`config.mk`:
```
export PLATFORM = sky130hd
export DESIGN_NAME = rx_uart_param
export DESIGN_NICKNAME = d
export VERILOG_FILES = /design/src/rtl/rx_uart_param.sv
export SDC_FILE = /design/constraint.sdc
export NUM_CORES = 1
export LEC_CHECK = 0
export ABC_AREA = 0
export BUFFER_PORTS_ARGS = -buffer_cell sky130_fd_sc_hd__buf_2
export CAP_MARGIN = 20
export CORE_ASPECT_RATIO = 0.7
export CORE_UTILIZATION = 24
export CTS_BUF_LIST = sky130_fd_sc_hd__clkbuf_4
export CTS_CLUSTER_SIZE = 8
export DETAILED_ROUTE_END_ITERATION = 6
export PLACE_DENSITY = 0.37
export SYNTH_ARGS = -nofsm -noshare
export SYNTH_HDL_FRONTEND = slang
export SYNTH_SLANG_ARGS = --single-unit
```
`constraint.sdc`:
```
create_clock -name clk -period 2.1 [get_ports clk]
set_input_delay 0.105 -clock clk [delete_from_list [all_inputs] [get_ports clk]]
set_output_delay 0.105 -clock clk [all_outputs]
set_load 0.02 [all_outputs]
```
`src/rtl/rx_uart_param.sv`:
```
// Parametrised UART receiver: 2-FF sync, 3-sample majority vote, false-start
// rejection, framing check; optional parity checker enabled by macro RX_PARITY_EN.
module rx_uart_param #(
   parameter int CLKS_PER_BIT = 200,
   parameter int DATA_BITS    = 8,
   parameter int STOP_BITS    = 1,
   parameter int PARITY_ODD   = 0
) (
   input  logic                 clk,
   input  logic                 rst,
   input  logic                 rx_in,
   input  logic                 rx_enable_signal,
   output logic                 rx_done_signal,
   output logic [DATA_BITS-1:0] rx_data,
   output logic                 rx_frame_err,
`ifdef RX_PARITY_EN
   output logic                 rx_parity_err,
`endif
   output logic                 rx_busy
);

   localparam int CW = $clog2(CLKS_PER_BIT);
   localparam int IW = $clog2(DATA_BITS);
   localparam logic [CW-1:0] LAST_CNT  = CW'(CLKS_PER_BIT - 1);
   localparam logic [CW-1:0] MID_CNT   = CW'(CLKS_PER_BIT / 2);
   localparam logic [IW-1:0] LAST_DATA = IW'(DATA_BITS - 1);
   localparam logic          LAST_STOP = (STOP_BITS == 2);

   generate
      if (CLKS_PER_BIT < 8 || DATA_BITS < 5 || DATA_BITS > 9 ||
          (STOP_BITS != 1 && STOP_BITS != 2) || (PARITY_ODD != 0 && PARITY_ODD != 1)) begin : g_badParam
         $error("rx_uart_param: illegal parameter value");
      end
   endgenerate

   typedef enum logic [2:0] {
      S_IDLE      = 3'd0,
      S_START     = 3'd1,
      S_DATA      = 3'd2,
`ifdef RX_PARITY_EN
      S_PARITY    = 3'd3,
`endif
      S_STOP      = 3'd4,
      S_WAIT_HIGH = 3'd5
   } state_t;

   state_t                r_state;
   logic [1:0]            r_sync;
   logic [1:0]            r_hist;
   logic [CW-1:0]         r_cnt;
   logic [IW-1:0]         r_bitIdx;
   logic                  r_stopIdx;
   logic                  r_stopBad;
   logic [DATA_BITS-1:0]  r_shift;
   logic [DATA_BITS-1:0]  r_data;
   logic                  r_done;
   logic                  r_ferr;
   logic                  r_busy;
`ifdef RX_PARITY_EN
   logic                  r_parBad;
   logic                  r_perr;
   logic                  w_parExp;
`endif
   logic                  w_rxs;
   logic                  w_maj;
   logic                  w_sample;

   // r_hist holds rxs from the two previous cycles, so at T+1 the vote sees T-1, T, T+1
   assign w_rxs    = r_sync[1];
   assign w_maj    = (r_hist[1] & r_hist[0]) | (r_hist[1] & w_rxs) | (r_hist[0] & w_rxs);
   assign w_sample = (r_cnt == MID_CNT);
`ifdef RX_PARITY_EN
   assign w_parExp = (PARITY_ODD != 0) ? ~^r_shift : ^r_shift;
`endif

   // The bit counter free-runs modulo CLKS_PER_BIT once a start is seen, so every
   // decision lands exactly one bit period after the previous one.
   always_ff @(posedge clk) begin
      if (rst) begin
         r_state   <= S_IDLE;
         r_sync    <= 2'b11;
         r_hist    <= 2'b11;
         r_cnt     <= '0;
         r_bitIdx  <= '0;
         r_stopIdx <= 1'b0;
         r_stopBad <= 1'b0;
         r_shift   <= '0;
         r_data    <= '0;
         r_done    <= 1'b0;
         r_ferr    <= 1'b0;
         r_busy    <= 1'b0;
`ifdef RX_PARITY_EN
         r_parBad  <= 1'b0;
         r_perr    <= 1'b0;
`endif
      end else begin
         r_sync <= {r_sync[0], rx_in};
         r_hist <= {r_hist[0], w_rxs};
         r_done <= 1'b0;
         r_ferr <= 1'b0;
`ifdef RX_PARITY_EN
         r_perr <= 1'b0;
`endif
         if (r_state != S_IDLE) begin
            r_cnt <= (r_cnt == LAST_CNT) ? '0 : r_cnt + CW'(1);
         end
         if (!rx_enable_signal) begin
            r_state <= S_IDLE;
            r_busy  <= 1'b0;
         end else begin
            case (r_state)
               S_IDLE: begin
                  if (!w_rxs) begin
                     r_state <= S_START;
                     r_busy  <= 1'b1;
                     r_cnt   <= '0;
                  end
               end
               S_START: begin
                  if (w_sample) begin
                     if (w_maj) begin
                        r_state <= S_IDLE;
                        r_busy  <= 1'b0;
                     end else begin
                        r_state  <= S_DATA;
                        r_bitIdx <= '0;
                     end
                  end
               end
               S_DATA: begin
                  if (w_sample) begin
                     r_shift <= {w_maj, r_shift[DATA_BITS-1:1]};
                     if (r_bitIdx == LAST_DATA) begin
                        r_stopIdx <= 1'b0;
                        r_stopBad <= 1'b0;
`ifdef RX_PARITY_EN
                        r_state   <= S_PARITY;
`else
                        r_state   <= S_STOP;
`endif
                     end else begin
                        r_bitIdx <= r_bitIdx + IW'(1);
                     end
                  end
               end
`ifdef RX_PARITY_EN
               S_PARITY: begin
                  if (w_sample) begin
                     r_parBad <= (w_maj != w_parExp);
                     r_state  <= S_STOP;
                  end
               end
`endif
               S_STOP: begin
                  if (w_sample) begin
                     if (r_stopIdx == LAST_STOP) begin
                        r_done <= 1'b1;
                        r_data <= r_shift;
                        r_ferr <= r_stopBad | ~w_maj;
`ifdef RX_PARITY_EN
                        r_perr <= r_parBad;
`endif
                        // A low stop bit may be a break; wait for the line to recover
                        if (r_stopBad | ~w_maj) begin
                           r_state <= S_WAIT_HIGH;
                        end else begin
                           r_state <= S_IDLE;
                           r_busy  <= 1'b0;
                        end
                     end else begin
                        r_stopBad <= r_stopBad | ~w_maj;
                        r_stopIdx <= 1'b1;
                     end
                  end
               end
               S_WAIT_HIGH: begin
                  if (w_rxs) begin
                     r_state <= S_IDLE;
                     r_busy  <= 1'b0;
                  end
               end
               default: begin
                  r_state <= S_IDLE;
                  r_busy  <= 1'b0;
               end
            endcase
         end
      end
   end

   assign rx_done_signal = r_done;
   assign rx_data        = r_data;
   assign rx_frame_err   = r_ferr;
   assign rx_busy        = r_busy;
`ifdef RX_PARITY_EN
   assign rx_parity_err  = r_perr;
`endif

endmodule

```
======== Word level (Yosys, flattened, before mapping) ========
Index checks and enable logic that the tools add are counted.
Widths: inputs -> output; s select.
cells by class
  divide/modulo/power cells ............... 0
  $mul .................................... 0
  muxes and demuxes ....................... 37
  add/subtract/negate cells ............... 2
  bitwise gates (word level) .............. 12
  eq/ne operators ......................... 19
  reduce and logical (&&, ||, !) cells .... 14
  shifts and indexed selects .............. 0
  magnitude comparators ................... 0
operators by type and width
  cell                 number
  $mux 8               5
  $mux 3               12
  $ne 2x2->1 const B   12
  $pmux 3 s5           1
  $mux 1               14
  $reduce_and 6->1     2
  $eq 3x3->1 const B   3
  $add 8x1->8 const B  1
  $eq 8x7->1 const B   1
  $eq 8x8->1 const B   1
  $reduce_and 8->1     1
  $reduce_and 7->1     1
  $not 1->1            6
  $pmux 3 s2           1
  $pmux 1 s5           1
  $reduce_and 5->1     1
  $reduce_or 5->1      1
  $pmux 1 s2           2
  $reduce_and 4->1     1
  $reduce_bool 2->1    2
  $reduce_or 4->1      1
  $add 3x1->3 const B  1
  $and 1x1->1          3
  $eq 3x1->1 const B   1
  other kinds (7)      9
storage, ports and cells
  latch bits .............................. 0
  memories ................................ 0
  ROM bits ................................ 0
  word-level logic and storage cells ...... 96
  register bits after elaboration ......... 39
  bits in writable memories ............... 0
  output and inout bits ................... 11

======== Depth between registers and ports, before layout ========
  depth in word-level cells ............... 9
  gate-level depth with buffers ........... 7

======== Worst setup path before layout ========
OpenSTA, ideal clock, no wires.
  path type ............................... register to register
  from .................................... register r_cnt[4]
  to ...................................... register r_shift[0]
  slack ................................... 0.367 ns
  path buffers ............................ 1
  stages on the path, launching flop included .. 6
  period minus slack after synthesis ...... 1.733 ns
  data arrival time ....................... 1.605 ns
  path through ............................ dfxtp_1 > or3b_1 > or4_4 > buf_6 > mux2i_1 > nor2_1
on the way
  cells in the longest elaborated chain, start to end .. 2
RTL lines
  element                            line  source
  start: declaration                 50    logic [CW-1:0] r_cnt;
  start signal: assignment           105   r_cnt <= (r_cnt == LAST_CNT) ? '0 : r_cnt + CW'(1);
  $eq 8x7->1                         71    assign w_sample = (r_cnt == MID_CNT);
  $reduce_and 3->1 (no source line)  n/a
  end signal: assignment             132   r_shift <= {w_maj, r_shift[DATA_BITS-1:1]};
  end: declaration                   54    logic [DATA_BITS-1:0] r_shift;
No other way between the ends.
A chain may end at the register's enable or synchronous reset.

======== Worst setup path after layout ========
  from .................................... register r_cnt[4]
  to ...................................... register r_shift[1]
Same word-level chain as after synthesis.

==> run metrics <==
sequential fraction of the synthesis area 42.6%; Via Count 1391; Die Y 74.1 um; synthesized area per cell 9.34 um2; layout cells sized above 1 19.9%; Final ANT Viol Nets 0; Vias/cell 4.56; hold path endpoint r_bitIdx[0]$_SDFFE_PP0P_; die area 0.00779 mm2; filler cell count in the final layout 761; row count 25; Top Family by Delay on Critical Path simple AND/OR/NAND/NOR gates; CP Depth 4; Top FF cell, synth dfxtp_1; clk buf depth 2; Slew @ Worst Pin 585 ps; DRC errors left 0; DR pass1 iterations 4; leakage 0.969 nW; clock slew at reported path FFs 120 ps; crit share post-route 89.0%; initial antenna violation count 0; asr flop ratio synth 0%; hold crit path type in -> reg; total CTS buffers 5; Mapped Area 0.00178 mm2; FF+latch count, synth 38; worst rel slew slack 61.0%; # resized after CTS 0; largest net degree at the start of global routing 35; hold depth 3; Initial Util 25.6%; Syn Inst Count 191; Final Skew 15.6 ps; Port Buffers 14; setup slack, reg-to-reg 230 ps; Mapped Nets 199; multi-input combinational cell area 947 um2; routed wire length 3920 um; min-delay src rx_enable_signal; Final Power 1.39 mW; Final WS setup 231 ps; cell-by-cell listing of the critical path or3b_1 > or4_4 > mux2i_1 > nor2_1; most frequent cells in the layout 38 x dfxtp_1, 30 x nor2_1, 20 x mux2i_1; commonest non-fill, non-tap cell in the layout dfxtp_1; fin nets 218; crit path kind reg -> reg; PwrDens 663 mW/mm2; number of flops mapped to enable cells by yosys 0; Largest stage delay, worst path 650 ps; Post-Place Worst Slack 256 ps; worst-skew pair later-pin latency 350 ps; reg2reg start r_cnt[4]$_SDFF_PP0_; RSZ-0062 raised after global routing false; Iteration-0 DRC Markers 83; I/O pins 15; first-pass GRT wire length 6380 um; CTS H-tree depth 2; CTS tree done; CP Data Required Time 2310 ps; Final Cell Area 0.00210 mm2; Buf/Inv on CP 0; RePlAce Congestion 0.722; Worst path slowest cell or4_4; CP Capture Type flop; core area 0.00698 mm2; status finished clean; Antenna Cells 0; Peak Freq 535 MHz; Max IR drop VDD 0.280 mV; Detail Placement HPWL 2800 um; Final Hold Viols 0; vias in the first global route 1241; post-synthesis cell type count 45; Die Span X 105 um; post-detailed-route wirelength per cell 12.8 um; CTS sink cnt 38; FF/Latch Area 761 um2; MaxCap Viol Count 0; synthesis warning total 0; setup bufs post-CTS 0; gr ovfl total 0; Hold-fix buffers, CTS 1; Startpoint Class flop; CP max FO 9; Setup-failing EPs final 0; placed inst area 0.00198 mm2; root buffer cell clkbuf_4; gr usage total 10.7%; Worst R2R End r_shift[1]$_SDFFE_PP0P_; min Tclk post-route 1870 ps; Worst R2R Path Depth 4; CP arrival 2080 ps; Post-Route Setup TNS 0 ps; number of max-slew violations in the final report 0; area delta synth->final 17.6%
tightest hold or removal path, cell delays in order:
cell	delay (ps)
buf_2	130
o311ai_2	90
mux2_2	150
synthesized netlist by cell type (2+ instances only):
library cell	count	share of area (%)
or3b_1	2	0.98
or2_2	5	1.8
and4b_1	2	1.1
nand4_1	5	1.8
o211a_1	2	1.1
a21oi_1	6	1.7
ha_1	4	2.8
xor2_1	5	2.5
clkbuf_1	9	1.9
nor2_1	30	6.3
o211ai_1	3	1.3
or3b_2	2	0.98
a211oi_1	5	2.1
nand2b_1	4	1.4
nand2_1	6	1.3
o21ai_0	3	0.84
mux2i_1	20	11
nor2b_1	2	0.70
o21bai_1	2	0.84
inv_1	7	1.5
nor3_1	5	1.4
nor3b_1	2	0.84
dfxtp_1	38	43
per-layer routing:
metal	global-route usage, %	vias to the layer above	wire, um
met5	0	-	0
met4	3.29	0	42
met3	3.42	6	130
met2	15.7	16	1590
met1	15.0	648	2150
li1	-	721	-
flip-flops by register name, summed over array words and instances (netlist names):
signal / flops
rx_done_signal: 1
r_sync: 2
rx_busy: 1
rx_frame_err: 1
r_hist: 2
r_state: 3
rx_data: 8
r_shift: 8
r_bitIdx: 3
r_cnt: 8
r_stopBad: 1
through the flow:
stage | std cells | utilization, % | hold WS (ps)
after global routing | 305 | 30.1 | 153
after floorplan | 191 | - | 209
after global placement | 296 | 28.4 | 290
final | 305 | 30.1 | 151
after CTS | 305 | 30.1 | 146
after detailed placement | 296 | 28.4 | 298
how the worst max path moves through the flow:
stage	from	end	slack (ps)
after floorplan	r_cnt[4]$_SDFF_PP0_	r_shift[0]$_SDFFE_PP0P_	370
after global placement	r_cnt[4]$_SDFF_PP0_	r_shift[5]$_SDFFE_PP0P_	270
after detailed placement	r_cnt[4]$_SDFF_PP0_	r_shift[1]$_SDFFE_PP0P_	260
after CTS	r_cnt[4]$_SDFF_PP0_	r_shift[1]$_SDFFE_PP0P_	220
after global routing	r_cnt[4]$_SDFF_PP0_	r_shift[0]$_SDFFE_PP0P_	140
final	r_cnt[4]$_SDFF_PP0_	r_shift[1]$_SDFFE_PP0P_	230
logic make-up after synthesis:
family	synth area share [%]
AOI/OAI and AO/OA	13.5
xor gates and xnor gates	2.95
adders and majority gates	3.37
buffers and inverters	4.28
DFF	42.6
muxes	11.9
and+or+nand+nor	21.4
power by group:
| group | leakage [nW] | internal [mW] | total (mW) | switching [mW] |
|---|---|---|---|---|
| registers | 0.307 | 0.724 | 0.725 | 0.00155 |
| logic | 0.607 | 0.0127 | 0.0363 | 0.0237 |
| clock network | 0.0554 | 0.372 | 0.629 | 0.257 |
area by class of cell:
type                            instances  area share [%]
Sequential cell                        38            36.3
Clock inverter                          3            3.28
Inverter                                7            1.25
Multi-Input combinational cell        135            45.1
Timing Repair Buffer                   23            6.68
Tap cell                               94            5.61
Clock buffer                            5            1.79
No activity file was read; power rests on OpenSTA's default activity.
